===== config.mk =====
export PLATFORM = sky130hd
export DESIGN_NAME = alu_writeback_stage_flat
export DESIGN_NICKNAME = d
export VERILOG_FILES = /design/src/rtl/alu_pkg.sv /design/src/rtl/alu_writeback_stage_if.sv /design/src/rtl/wb_decode.sv /design/src/rtl/alu_writeback_stage.sv /design/src/flat_wrapper.sv
export SDC_FILE = /design/constraint.sdc
export NUM_CORES = 1
export LEC_CHECK = 0
export CAP_MARGIN = 5
export CORE_UTILIZATION = 41
export DETAILED_ROUTE_END_ITERATION = 10
export GPL_TIMING_DRIVEN = 0
export PLACE_DENSITY = 0.78
export REMOVE_ABC_BUFFERS = 1
export SETUP_SLACK_MARGIN = 0.1
export SLEW_MARGIN = 20
export SYNTH_ARGS = -nofsm -noshare
export SYNTH_HDL_FRONTEND = slang
export SYNTH_SLANG_ARGS = --single-unit

===== constraint.sdc =====
create_clock -name clk -period 1.58 [get_ports clk]
set_input_delay 0.395 -clock clk [delete_from_list [all_inputs] [get_ports clk]]
set_output_delay 0.395 -clock clk [all_outputs]
set_load 0.05 [all_outputs]

===== src/rtl/alu_pkg.sv =====
// rtl/alu_pkg.sv - shared ALU opcode/funct constants, flag indices and writeback stage types
//
// Purpose: constants shared by the ALU and the writeback stage, plus the
// writeback FSM state, the write-data select type and the branch target helper.
package alu_pkg;

  // Primary opcodes (instruction[31:26])
  localparam logic [5:0] OP_RTYPE = 6'b000000;
  localparam logic [5:0] OP_BEQ   = 6'b000100;
  localparam logic [5:0] OP_BNE   = 6'b000101;
  localparam logic [5:0] OP_ADDI  = 6'b001000;
  localparam logic [5:0] OP_ADDIU = 6'b001001;
  localparam logic [5:0] OP_SLTI  = 6'b001010;
  localparam logic [5:0] OP_SLTIU = 6'b001011;
  localparam logic [5:0] OP_ANDI  = 6'b001100;
  localparam logic [5:0] OP_ORI   = 6'b001101;
  localparam logic [5:0] OP_XORI  = 6'b001110;
  localparam logic [5:0] OP_LW    = 6'b100011;
  localparam logic [5:0] OP_SW    = 6'b101011;

  // R-type function codes (instruction[5:0])
  localparam logic [5:0] FN_SLL  = 6'b000000;
  localparam logic [5:0] FN_SRL  = 6'b000010;
  localparam logic [5:0] FN_SRA  = 6'b000011;
  localparam logic [5:0] FN_SLLV = 6'b000100;
  localparam logic [5:0] FN_SRLV = 6'b000110;
  localparam logic [5:0] FN_SRAV = 6'b000111;
  localparam logic [5:0] FN_ADD  = 6'b100000;
  localparam logic [5:0] FN_ADDU = 6'b100001;
  localparam logic [5:0] FN_SUB  = 6'b100010;
  localparam logic [5:0] FN_SUBU = 6'b100011;
  localparam logic [5:0] FN_AND  = 6'b100100;
  localparam logic [5:0] FN_OR   = 6'b100101;
  localparam logic [5:0] FN_XOR  = 6'b100110;
  localparam logic [5:0] FN_NOR  = 6'b100111;
  localparam logic [5:0] FN_SLT  = 6'b101010;
  localparam logic [5:0] FN_SLTU = 6'b101011;

  // Bit positions inside alu_flags
  localparam int FLAG_ZERO = 2;
  localparam int FLAG_NEG  = 1;
  localparam int FLAG_OVF  = 0;

  typedef enum logic {
    ST_IDLE     = 1'b0,
    ST_MEM_WAIT = 1'b1
  } wb_state_t;

  // Source of register write data for non-memory instructions
  typedef enum logic [1:0] {
    WB_NONE     = 2'd0,
    WB_RESULT   = 2'd1,
    WB_FLAG_NEG = 2'd2
  } wb_sel_t;

  // pc + 4 + (sign_extend(imm) << 2), wrapping at 32 bits
  function automatic logic [31:0] branch_target(input logic [31:0] pc, input logic [15:0] imm);
    return pc + 32'd4 + {{14{imm[15]}}, imm, 2'b00};
  endfunction

endpackage


===== src/rtl/alu_writeback_stage_if.sv =====
// rtl/alu_writeback_stage_if.sv - EX-to-writeback handshake bundle
//
// Purpose: carries the ALU's instruction, result, flags, pc and store data
// from EX into the writeback stage with a valid/ready handshake.
// Signals: in_valid (EX->WB), in_ready (WB->EX), instruction[31:0],
//          alu_result[31:0], alu_flags[2:0] (zero,neg,ovf), pc[31:0], rt_data[31:0].
// Modports: master = EX side, slave = writeback stage.
interface alu_writeback_stage_if;

  logic        in_valid;
  logic        in_ready;
  logic [31:0] instruction;
  logic [31:0] alu_result;
  logic [2:0]  alu_flags;
  logic [31:0] pc;
  logic [31:0] rt_data;

  modport master (
    output in_valid,
    output instruction,
    output alu_result,
    output alu_flags,
    output pc,
    output rt_data,
    input  in_ready
  );

  modport slave (
    input  in_valid,
    input  instruction,
    input  alu_result,
    input  alu_flags,
    input  pc,
    input  rt_data,
    output in_ready
  );

endinterface


===== src/rtl/wb_decode.sv =====
// rtl/wb_decode.sv - combinational instruction decode for the writeback stage
//
// Purpose: classifies an instruction for writeback.
// Ports: instruction[31:0] in; dest[4:0] (rd for R-type, rt otherwise),
//        wb_sel (write data source), is_branch, br_ne (branch on not-zero),
//        is_trap (signed add/sub that traps on overflow), is_load, is_store out.
import alu_pkg::*;

module wb_decode (
  input  logic [31:0] instruction,
  output logic [4:0]  dest,
  output wb_sel_t     wb_sel,
  output logic        is_branch,
  output logic        br_ne,
  output logic        is_trap,
  output logic        is_load,
  output logic        is_store
);

  logic [5:0] opcode;
  logic [5:0] funct;
  logic       unused_fields;

  assign opcode = instruction[31:26];
  assign funct  = instruction[5:0];
  // rs and shamt have no bearing on writeback
  assign unused_fields = ^{instruction[25:21], instruction[10:6]};

  always_comb begin
    dest      = (opcode == OP_RTYPE) ? instruction[15:11] : instruction[20:16];
    wb_sel    = WB_NONE;
    is_branch = 1'b0;
    br_ne     = 1'b0;
    is_trap   = 1'b0;
    is_load   = 1'b0;
    is_store  = 1'b0;
    case (opcode)
      OP_RTYPE: begin
        case (funct)
          FN_ADD, FN_SUB: begin
            wb_sel  = WB_RESULT;
            is_trap = 1'b1;
          end
          FN_ADDU, FN_SUBU, FN_AND, FN_OR, FN_XOR, FN_NOR,
          FN_SLL, FN_SLLV, FN_SRL, FN_SRLV, FN_SRA, FN_SRAV:
            wb_sel = WB_RESULT;
          FN_SLT, FN_SLTU:
            wb_sel = WB_FLAG_NEG;
          default: ;
        endcase
      end
      OP_ADDI: begin
        wb_sel  = WB_RESULT;
        is_trap = 1'b1;
      end
      OP_ADDIU, OP_ANDI, OP_ORI, OP_XORI: wb_sel = WB_RESULT;
      OP_SLTI, OP_SLTIU:                  wb_sel = WB_FLAG_NEG;
      OP_BEQ:  is_branch = 1'b1;
      OP_BNE: begin
        is_branch = 1'b1;
        br_ne     = 1'b1;
      end
      OP_LW:   is_load  = 1'b1;
      OP_SW:   is_store = 1'b1;
      default: ;
    endcase
  end

endmodule


===== src/rtl/alu_writeback_stage.sv =====
// rtl/alu_writeback_stage.sv - ALU result consumer: writeback, branch, overflow trap, lw/sw
//
// Purpose: registers one instruction per accept from EX and produces register
// writeback, branch redirect, overflow exception and data memory transactions.
// Ports: clk, rst_n (async active-low); ex (slave handshake bundle);
//        wb_en/wb_addr/wb_data (register write strobe); br_taken/br_target;
//        ovf_exc; mem_req/mem_we/mem_addr/mem_wdata, mem_ack/mem_rdata, mem_err.
// Parameter: MEM_TIMEOUT - MEM_WAIT cycles allowed before abort (>= 2).
import alu_pkg::*;

module alu_writeback_stage #(
  parameter int MEM_TIMEOUT = 16
) (
  input  logic                  clk,
  input  logic                  rst_n,
  alu_writeback_stage_if.slave  ex,
  output logic                  wb_en,
  output logic [4:0]            wb_addr,
  output logic [31:0]           wb_data,
  output logic                  br_taken,
  output logic [31:0]           br_target,
  output logic                  ovf_exc,
  output logic                  mem_req,
  output logic                  mem_we,
  output logic [31:0]           mem_addr,
  output logic [31:0]           mem_wdata,
  input  logic                  mem_ack,
  input  logic [31:0]           mem_rdata,
  output logic                  mem_err
);

  localparam int              CNT_W    = $clog2(MEM_TIMEOUT);
  localparam logic [CNT_W-1:0] CNT_LAST = CNT_W'(MEM_TIMEOUT - 1);

  wb_state_t        state;
  wb_state_t        state_next;
  logic [CNT_W-1:0] wait_cnt;
  logic             pend_load;
  logic [4:0]       pend_dest;

  logic [4:0]  dec_dest;
  wb_sel_t     dec_wb_sel;
  logic        dec_is_branch;
  logic        dec_br_ne;
  logic        dec_is_trap;
  logic        dec_is_load;
  logic        dec_is_store;

  logic        in_ready;
  logic        accept;
  logic        mem_done;
  logic        mem_timeout;
  logic        trap_hit;
  logic        wb_now;
  logic [31:0] wb_value;

  wb_decode u_decode (
    .instruction (ex.instruction),
    .dest        (dec_dest),
    .wb_sel      (dec_wb_sel),
    .is_branch   (dec_is_branch),
    .br_ne       (dec_br_ne),
    .is_trap     (dec_is_trap),
    .is_load     (dec_is_load),
    .is_store    (dec_is_store)
  );

  // FSM: state register
  always_ff @(posedge clk or negedge rst_n) begin
    if (!rst_n) state <= ST_IDLE;
    else        state <= state_next;
  end

  // FSM: next state
  always_comb begin
    state_next = state;
    case (state)
      ST_IDLE:     if (accept && (dec_is_load || dec_is_store)) state_next = ST_MEM_WAIT;
      ST_MEM_WAIT: if (mem_done || mem_timeout)                 state_next = ST_IDLE;
      default:     state_next = ST_IDLE;
    endcase
  end

  // FSM: outputs. An ack on the last permitted cycle wins over the timeout.
  always_comb begin
    in_ready    = (state == ST_IDLE);
    accept      = in_ready && ex.in_valid;
    mem_done    = (state == ST_MEM_WAIT) && mem_ack;
    mem_timeout = (state == ST_MEM_WAIT) && !mem_ack && (wait_cnt == CNT_LAST);
  end

  assign ex.in_ready = in_ready;

  // Write data selection and the write qualifier for non-memory instructions
  always_comb begin
    trap_hit = dec_is_trap && ex.alu_flags[FLAG_OVF];
    wb_now   = (dec_wb_sel != WB_NONE) && (dec_dest != 5'd0) && !trap_hit;
    case (dec_wb_sel)
      WB_FLAG_NEG: wb_value = {31'b0, ex.alu_flags[FLAG_NEG]};
      default:     wb_value = ex.alu_result;
    endcase
  end

  // Datapath: strobes default low every cycle so each pulse lasts exactly one cycle
  always_ff @(posedge clk or negedge rst_n) begin
    if (!rst_n) begin
      wb_en     <= 1'b0;
      wb_addr   <= 5'd0;
      wb_data   <= 32'd0;
      br_taken  <= 1'b0;
      br_target <= 32'd0;
      ovf_exc   <= 1'b0;
      mem_req   <= 1'b0;
      mem_we    <= 1'b0;
      mem_addr  <= 32'd0;
      mem_wdata <= 32'd0;
      mem_err   <= 1'b0;
      wait_cnt  <= '0;
      pend_load <= 1'b0;
      pend_dest <= 5'd0;
    end else begin
      wb_en    <= 1'b0;
      br_taken <= 1'b0;
      ovf_exc  <= 1'b0;
      mem_err  <= 1'b0;

      if (accept) begin
        br_target <= branch_target(ex.pc, ex.instruction[15:0]);
        br_taken  <= dec_is_branch && (ex.alu_flags[FLAG_ZERO] ^ dec_br_ne);
        ovf_exc   <= trap_hit;
        pend_load <= dec_is_load;
        pend_dest <= dec_dest;
        if (wb_now) begin
          wb_en   <= 1'b1;
          wb_addr <= dec_dest;
          wb_data <= wb_value;
        end
        if (dec_is_load || dec_is_store) begin
          mem_req   <= 1'b1;
          mem_we    <= dec_is_store;
          mem_addr  <= ex.alu_result;
          mem_wdata <= dec_is_store ? ex.rt_data : 32'd0;
          wait_cnt  <= '0;
        end
      end

      if (mem_done) begin
        mem_req  <= 1'b0;
        wait_cnt <= '0;
        // Loads into r0 complete the bus cycle but never write
        if (pend_load && (pend_dest != 5'd0)) begin
          wb_en   <= 1'b1;
          wb_addr <= pend_dest;
          wb_data <= mem_rdata;
        end
      end else if (mem_timeout) begin
        mem_req  <= 1'b0;
        mem_err  <= 1'b1;
        wait_cnt <= '0;
      end else if (state == ST_MEM_WAIT) begin
        wait_cnt <= wait_cnt + 1'b1;
      end
    end
  end

endmodule


===== src/flat_wrapper.sv =====
// flat-port wrapper written by rule: the top's interface ports become plain ports
module alu_writeback_stage_flat 
#(
  parameter int MEM_TIMEOUT = 16
)
  (clk, rst_n, wb_en, wb_addr, wb_data, br_taken, br_target, ovf_exc, mem_req, mem_we, mem_addr, mem_wdata, mem_ack, mem_rdata, mem_err, ex_in_valid, ex_instruction, ex_alu_result, ex_alu_flags, ex_pc, ex_rt_data, ex_in_ready);
  alu_writeback_stage_if ex_i ();
  input  logic clk;
  input  logic rst_n;
  output logic wb_en;
  output logic [4:0] wb_addr;
  output logic [31:0] wb_data;
  output logic br_taken;
  output logic [31:0] br_target;
  output logic ovf_exc;
  output logic mem_req;
  output logic mem_we;
  output logic [31:0] mem_addr;
  output logic [31:0] mem_wdata;
  input  logic mem_ack;
  input  logic [31:0] mem_rdata;
  output logic mem_err;
  input wire logic [$bits(ex_i.in_valid)-1:0] ex_in_valid;
  input wire logic [$bits(ex_i.instruction)-1:0] ex_instruction;
  input wire logic [$bits(ex_i.alu_result)-1:0] ex_alu_result;
  input wire logic [$bits(ex_i.alu_flags)-1:0] ex_alu_flags;
  input wire logic [$bits(ex_i.pc)-1:0] ex_pc;
  input wire logic [$bits(ex_i.rt_data)-1:0] ex_rt_data;
  output wire logic [$bits(ex_i.in_ready)-1:0] ex_in_ready;
  assign ex_i.in_valid = ex_in_valid;
  assign ex_i.instruction = ex_instruction;
  assign ex_i.alu_result = ex_alu_result;
  assign ex_i.alu_flags = ex_alu_flags;
  assign ex_i.pc = ex_pc;
  assign ex_i.rt_data = ex_rt_data;
  assign ex_in_ready = ex_i.in_ready;
  alu_writeback_stage #(.MEM_TIMEOUT(MEM_TIMEOUT)) u_core (.clk(clk), .rst_n(rst_n), .ex(ex_i), .wb_en(wb_en), .wb_addr(wb_addr), .wb_data(wb_data), .br_taken(br_taken), .br_target(br_target), .ovf_exc(ovf_exc), .mem_req(mem_req), .mem_we(mem_we), .mem_addr(mem_addr), .mem_wdata(mem_wdata), .mem_ack(mem_ack), .mem_rdata(mem_rdata), .mem_err(mem_err));
endmodule

# Word-level counts from Yosys, hierarchy flattened
# Index checks and enable logic that the tools add are counted.
[word_totals]
register_bits = 150
word_cells = 119
input_bits = 167
out_inout_bits = 140
[op_classes]
addsub = 3
n_bitwise = 2
reduce_logical = 32
n_eq_ne = 28
n_mux = 39
[op_table]
columns = ["op", "count"]
rows = [
  ["2-to-1 mux 32 bit", 6],
  ["equality test 6 bit, second input constant", 12],
  ["equality test 6 x 4 -> 1 bit, second input constant", 7],
  ["adder 32 x 3 -> 32 bit, second input constant", 1],
  ["adder 32 bit", 1],
  ["equality test 6 x 3 -> 1 bit, second input constant", 5],
  ["2-to-1 mux 5 bit", 5],
  ["2-to-1 mux 4 bit", 5],
  ["2-to-1 mux 1 bit", 19],
  ["OR reduction 14 bit", 1],
  ["equality test 6 x 2 -> 1 bit, second input constant", 2],
  ["logical NOT 6 bit", 2],
  ["logical AND 1 bit", 10],
  ["nonzero test 5 bit", 2],
  ["nonzero test 4 bit", 2],
  ["OR reduction 2 bit", 4],
  ["one-hot mux 2 bit (3 select lines)", 1],
  ["AND reduction 2 bit", 3],
  ["nonzero test 3 bit", 2],
  ["OR reduction 5 bit", 1],
  ["adder 4 x 1 -> 4 bit, second input constant", 1],
  ["equality test 4 bit, second input constant", 1],
  ["one-hot mux 1 bit (2 select lines)", 2],
  ["one-hot mux 2 bit (2 select lines)", 1],
  ["6 further kinds", 8],
]

# Longest topological paths before layout
[logic_depth]
depth_word = 11
mapped_depth = 12
mapped_depth_nobuf = 12

# By module
# Synthesis repeated with hierarchy kept, for this count alone.
[unflattened]
cells_unflattened = 777
area_unflattened_um2 = 8037.7
[by_module_without_submodules]
columns = ["module", "instances", "area_per_inst_um2", "cells_each", "seq_area_each_um2"]
rows = [
  ["alu_writeback_stage", 1, 7790.0, 749, 3753.6],
  ["wb_decode", 1, 247.7, 28, 0.0],
]

# Least setup slack after synthesis
# OpenSTA, ideal clock, no wires.
[synth_path]
path_kind = "input to register"
from = "input ex_pc[3]"
to = "register u_core.br_target[25]"
arrival_time_ps = 2748
path_buffers = 0
path_stages = 10
path_slack_ps = -1294
setup_time_ps = 126
t_required_ps = 1454
path_cell_list = "ha_1 ha_1 fa_1 a211oi_1 o211ai_1 a31oi_1 o21ai_0 a21oi_1 nor4_1 a311o_1"
[synth_between]
elab_chain_cells = 2
[synth_rtl]
columns = ["item", "line_no", "text"]
rows = [
  ["start: declaration", "flat_wrapper.sv:27", "input wire logic [$bits(ex_i.pc)-1:0] ex_pc;"],
  ["adder 32 x 3 -> 32 bit", "alu_pkg.sv:58", "return pc + 32'd4 + {{14{imm[15]}}, imm, 2'b00};"],
  ["adder 32 bit", "alu_pkg.sv:58", ""],
  ["end signal: assignment", "alu_writeback_stage.sv:128", "br_target <= branch_target(ex.pc, ex.instruction[15:0]);"],
  ["end: declaration", "alu_writeback_stage.sv:21", "output logic [31:0] br_target,"],
]
# Every way passes these cells.
# A chain may end at the register's enable or synchronous reset.

# Final worst setup path
[layout_path]
from = "input ex_instruction[1]"
to = "register u_core.br_target[31]"
[layout_between]
elab_chain_cells = 1
[layout_rtl]
columns = ["item", "line_no", "text"]
rows = [
  ["start: declaration", "flat_wrapper.sv:24", "input wire logic [$bits(ex_i.instruction)-1:0] ex_instruction;"],
  ["adder 32 bit", "alu_pkg.sv:58", ""],
]
# Every way passes these cells.

==> results by group <==
Run status
  – Status: finished, violations left
  – Failing checks: setup timing

Timing
  – Hold Fails Final Rpt: 0
  – Slew Limit Fails: 0
  – Worst Max-Slew Pin Slew: 0.5534 ns
  – Finish-stage setup viols: 64
  – Max frequency: 0.3969 GHz
  – RSZ-0062 raised after global routing: true
  – Setup slack after layout: -0.9396 ns
  – Relative slew slack: 63.11%
  – Period Utilization, post-route: 159.5%
  – Crit path time final: 2.520 ns
  – Worst-case clock skew: 0.01114 ns

Worst hold path
  – Hold crit path type: in2reg

Clock tree
  – Clock slew at reported path FFs: 0.07 ns
  – CTS tree: yes
  – H-Tree Depth: 4
  – CTS sink cnt: 150
  – CTS Buf Count: 17
  – Max clock buf depth: 2
  – Clock Latency Late Sink: 0.43 ns
  – Clock root cell: clkbuf_16

Synthesis
  – Mapped Area: 8179 µm²
  – EDFF count, synth: 0
  – Register bit total from synthesis: 150
  – Synth warn: 0
  – Asr flop ratio synth: 100.0%
  – Synth Area per Inst: 8.458 µm²
  – Cells after Synth: 967
  – Sequential share of the synthesized area: 45.89%
  – Cell variety after synth: 51
  – Synth Flop Type: dfrtp_1

Floorplan
  – Total core area: 19,530 µm²
  – Full die area: 20,520 µm²
  – Overall die height: 143.2 µm
  – I/O pin count: 307
  – Rows: 51
  – Initial cell density of the core: 41.89%
  – Die Width: 143.2 µm

Global route
  – Global-route wire length before repair: 51,710 µm
  – Total grt overflow: 0
  – Total Routing Usage GR: 33.55%
  – Pin count of the biggest net entering global routing: 94
  – Initial antenna violation count: 0
  – Vias in the first global route: 9,316

Placement
  – Placed inst area: 11,480 µm²
  – Placer Congestion: 0.8607
  – Detailed-placement wirelength estimate: 18,040 µm
  – PortBufs: 301

Drt
  – Final wirelength: 37,970 µm
  – DR WL/cell: 23.01 µm
  – Post-route ant nets: 0
  – Via density: 5.788
  – Router iterations before antenna repair: 5
  – Total number of vias: 9,550
  – DRC Markers: 0
  – DRT iter0 DRCs: 464

Flow run
  – Max Cap Viol: 0

Cells and area
  – Nets: 1,597
  – FILL cells: 1,304
  – Footprint of the multi-input gates: 5951 µm²
  – Proportion of layout cells with a drive suffix above 1: 41.14%
  – Synth-to-layout area growth: 78.80%
  – Fin area: 14,620 µm²
  – Final core occ: 74.89%
  – Register area: 3757 µm²

Critical path
  – CP max FO: 2
  – Worst setup SP type: input pin
  – Critical Path RT: 1.89 ns
  – Crit path DAT: 2.83 ns
  – WS Path Type: in2reg
  – Critical Path Sink Type: flop

Pwr
  – P per Cell Area: 1258 nW/µm²
  – Leak: 6.804 nW
  – Max VDD drop: 0.8840 mV
==> metrics by stage <==
step | worst slack, ns | hold slack (ns) | setup TNS, ns | instances | total power [mW]
final | -0.9396 | 0.3516 | -28.15 | 1650 | 18.40
after global routing | -0.9264 | 0.3708 | -30.32 | 1648 | 19.06
after CTS | -0.9118 | 0.2597 | -31.20 | 1615 | 17.50
after detailed placement | -2.240 | 0.3617 | -173.86 | 1487 | 12.75
after global placement | -6.299 | 0.4497 | -1376.71 | 1481 | 12.59
after floorplan | -1.689 | 0.09941 | -161.44 | 915 | 9.843
==> cell type report <==
type / instances / area share [%]
timing repair buffer: 430 / 27.08
tap: 265 / 2.267
clock inverter: 14 / 0.9668
inverter: 10 / 0.3593
antenna: 2 / 0.03422
multi-input combinational: 762 / 40.69
sequential: 150 / 25.69
clock buffer: 17 / 2.909
==> synth_stat cells, drive strengths merged, types with 3 or more instances <==
| cell | instances | area, µm² |
|---|---|---|
| and2 | 7 | 43.79 |
| inv | 10 | 37.54 |
| ha | 58 | 725.7 |
| dfrtp | 150 | 3754 |
| or4 | 4 | 30.03 |
| nand2 | 299 | 1125 |
| nor2b | 4 | 25.02 |
| a211oi | 5 | 37.54 |
| o21bai | 3 | 22.52 |
| xor2 | 12 | 105.1 |
| o211ai | 3 | 22.52 |
| o21ai | 89 | 445.4 |
| nor3 | 5 | 25.02 |
| nand4 | 7 | 43.79 |
| xnor2 | 14 | 122.6 |
| clkbuf | 42 | 157.7 |
| a21oi | 73 | 365.4 |
| nor2 | 62 | 232.7 |
| mux2i | 8 | 80.08 |
| nor4 | 4 | 40.04 |
| o31ai | 4 | 30.03 |
| nand3 | 41 | 205.2 |
| buf | 10 | 66.31 |
| nand2b | 3 | 18.77 |
| a31oi | 3 | 18.77 |
| a21o | 15 | 112.6 |
| a31o | 3 | 26.28 |
| o21a | 3 | 22.52 |
==> final timing paths <==
| kind | from | slack [ns] | cells after the start | endpoint |
|---|---|---|---|---|
| worst max-delay path | ex_instruction[1] | -0.94 | 11 | u_core.br_target[31] |
| worst min-delay path | ex_pc[2] | 0.35 | 4 | u_core.br_target[2] |
| worst max register to register | u_core.state | -0.39 | 9 | u_core.wb_data[19] |
| worst min register to register | u_core.mem_wdata[18] | 0.46 | 2 | u_core.mem_wdata[18] |
| max in group asynchronous | rst_n | 0.41 | 3 | u_core.mem_wdata[30] |
| min in group asynchronous | rst_n | 0.50 | 2 | u_core.mem_addr[26] |
==> sequential cells by signal (all words and copies together), names as in the netlist, 4 cells and up <==
signal	flops
u_core.mem_addr	32
u_core.br_target	32
u_core.wb_addr	5
u_core.wb_data	32
u_core.pend_dest	5
u_core.mem_wdata	32
u_core.wait_cnt	4
==> cell usage in the layout (no fill, tap or decap), types with 8 or more instances in the layout <==
| master | count |
|---|---|
| buf_4 | 97 |
| dfrtp_1 | 147 |
| ha_4 | 49 |
| buf_2 | 97 |
| clkdlybuf4s50_1 | 105 |
| a21oi_1 | 18 |
| nand3_1 | 38 |
| xor2_1 | 10 |
| o21ai_1 | 52 |
| mux2i_1 | 8 |
| a21o_1 | 14 |
| nand2_1 | 292 |
| buf_6 | 29 |
| a21oi_2 | 48 |
| clkbuf_16 | 21 |
| dlygate4sd2_1 | 15 |
| nor2_4 | 39 |
| clkbuf_4 | 40 |
| xnor2_1 | 9 |
| buf_16 | 13 |
| nor2_1 | 20 |
| o21ai_0 | 18 |
| o21ai_2 | 14 |
| buf_12 | 14 |
==> power by group <==
group          internal [mW]  total, mW  switching [mW]
sequential              4.74       5.38           0.634
combinational           3.15       9.00            5.84
clock                   2.20       4.03            1.83
==> worst max-delay path: stages <==
cell and delay, ns:
buf_8 0.11, ha_4 0.24, ha_4 0.17, fa_2 0.37, a211oi_4 0.26, o211ai_1 0.17
a2111o_1 0.45, a21oi_2 0.26, a221oi_2 0.13, mux2i_1 0.17, o22ai_1 0.10
==> cell families after synthesis <==
logic type	Yosys count	share of synthesized area [%]
AND/OR/NAND/NOR	444	22.62
AO/OA/AOI/OAI	218	15.40
flip-flops	150	45.89
buffers and inverters	62	3.197
adder cells (fa/ha/maj)	59	9.117
XOR/XNOR	26	2.784
multiplexers	8	0.9791
==> timing repair <==
item                                     CTS  global route
pin swaps                                164            82
hold buffers                               1             0
setup buffers                             76            37
gates resized for setup                 1238           144
hold endpoints to repair                  57             0
gates cloned                              20             7
endpoints found under the setup margin   289           179
==> routing by layer <==
layer	vias up	track usage, %	routed length, µm
met4	0	17.75	2157
met3	177	7.277	3041
li1	4138	-	-
met2	561	58.15	19030
met1	4674	38.70	13740
met5	-	0	0
Power figures use the tool's default switching activity.
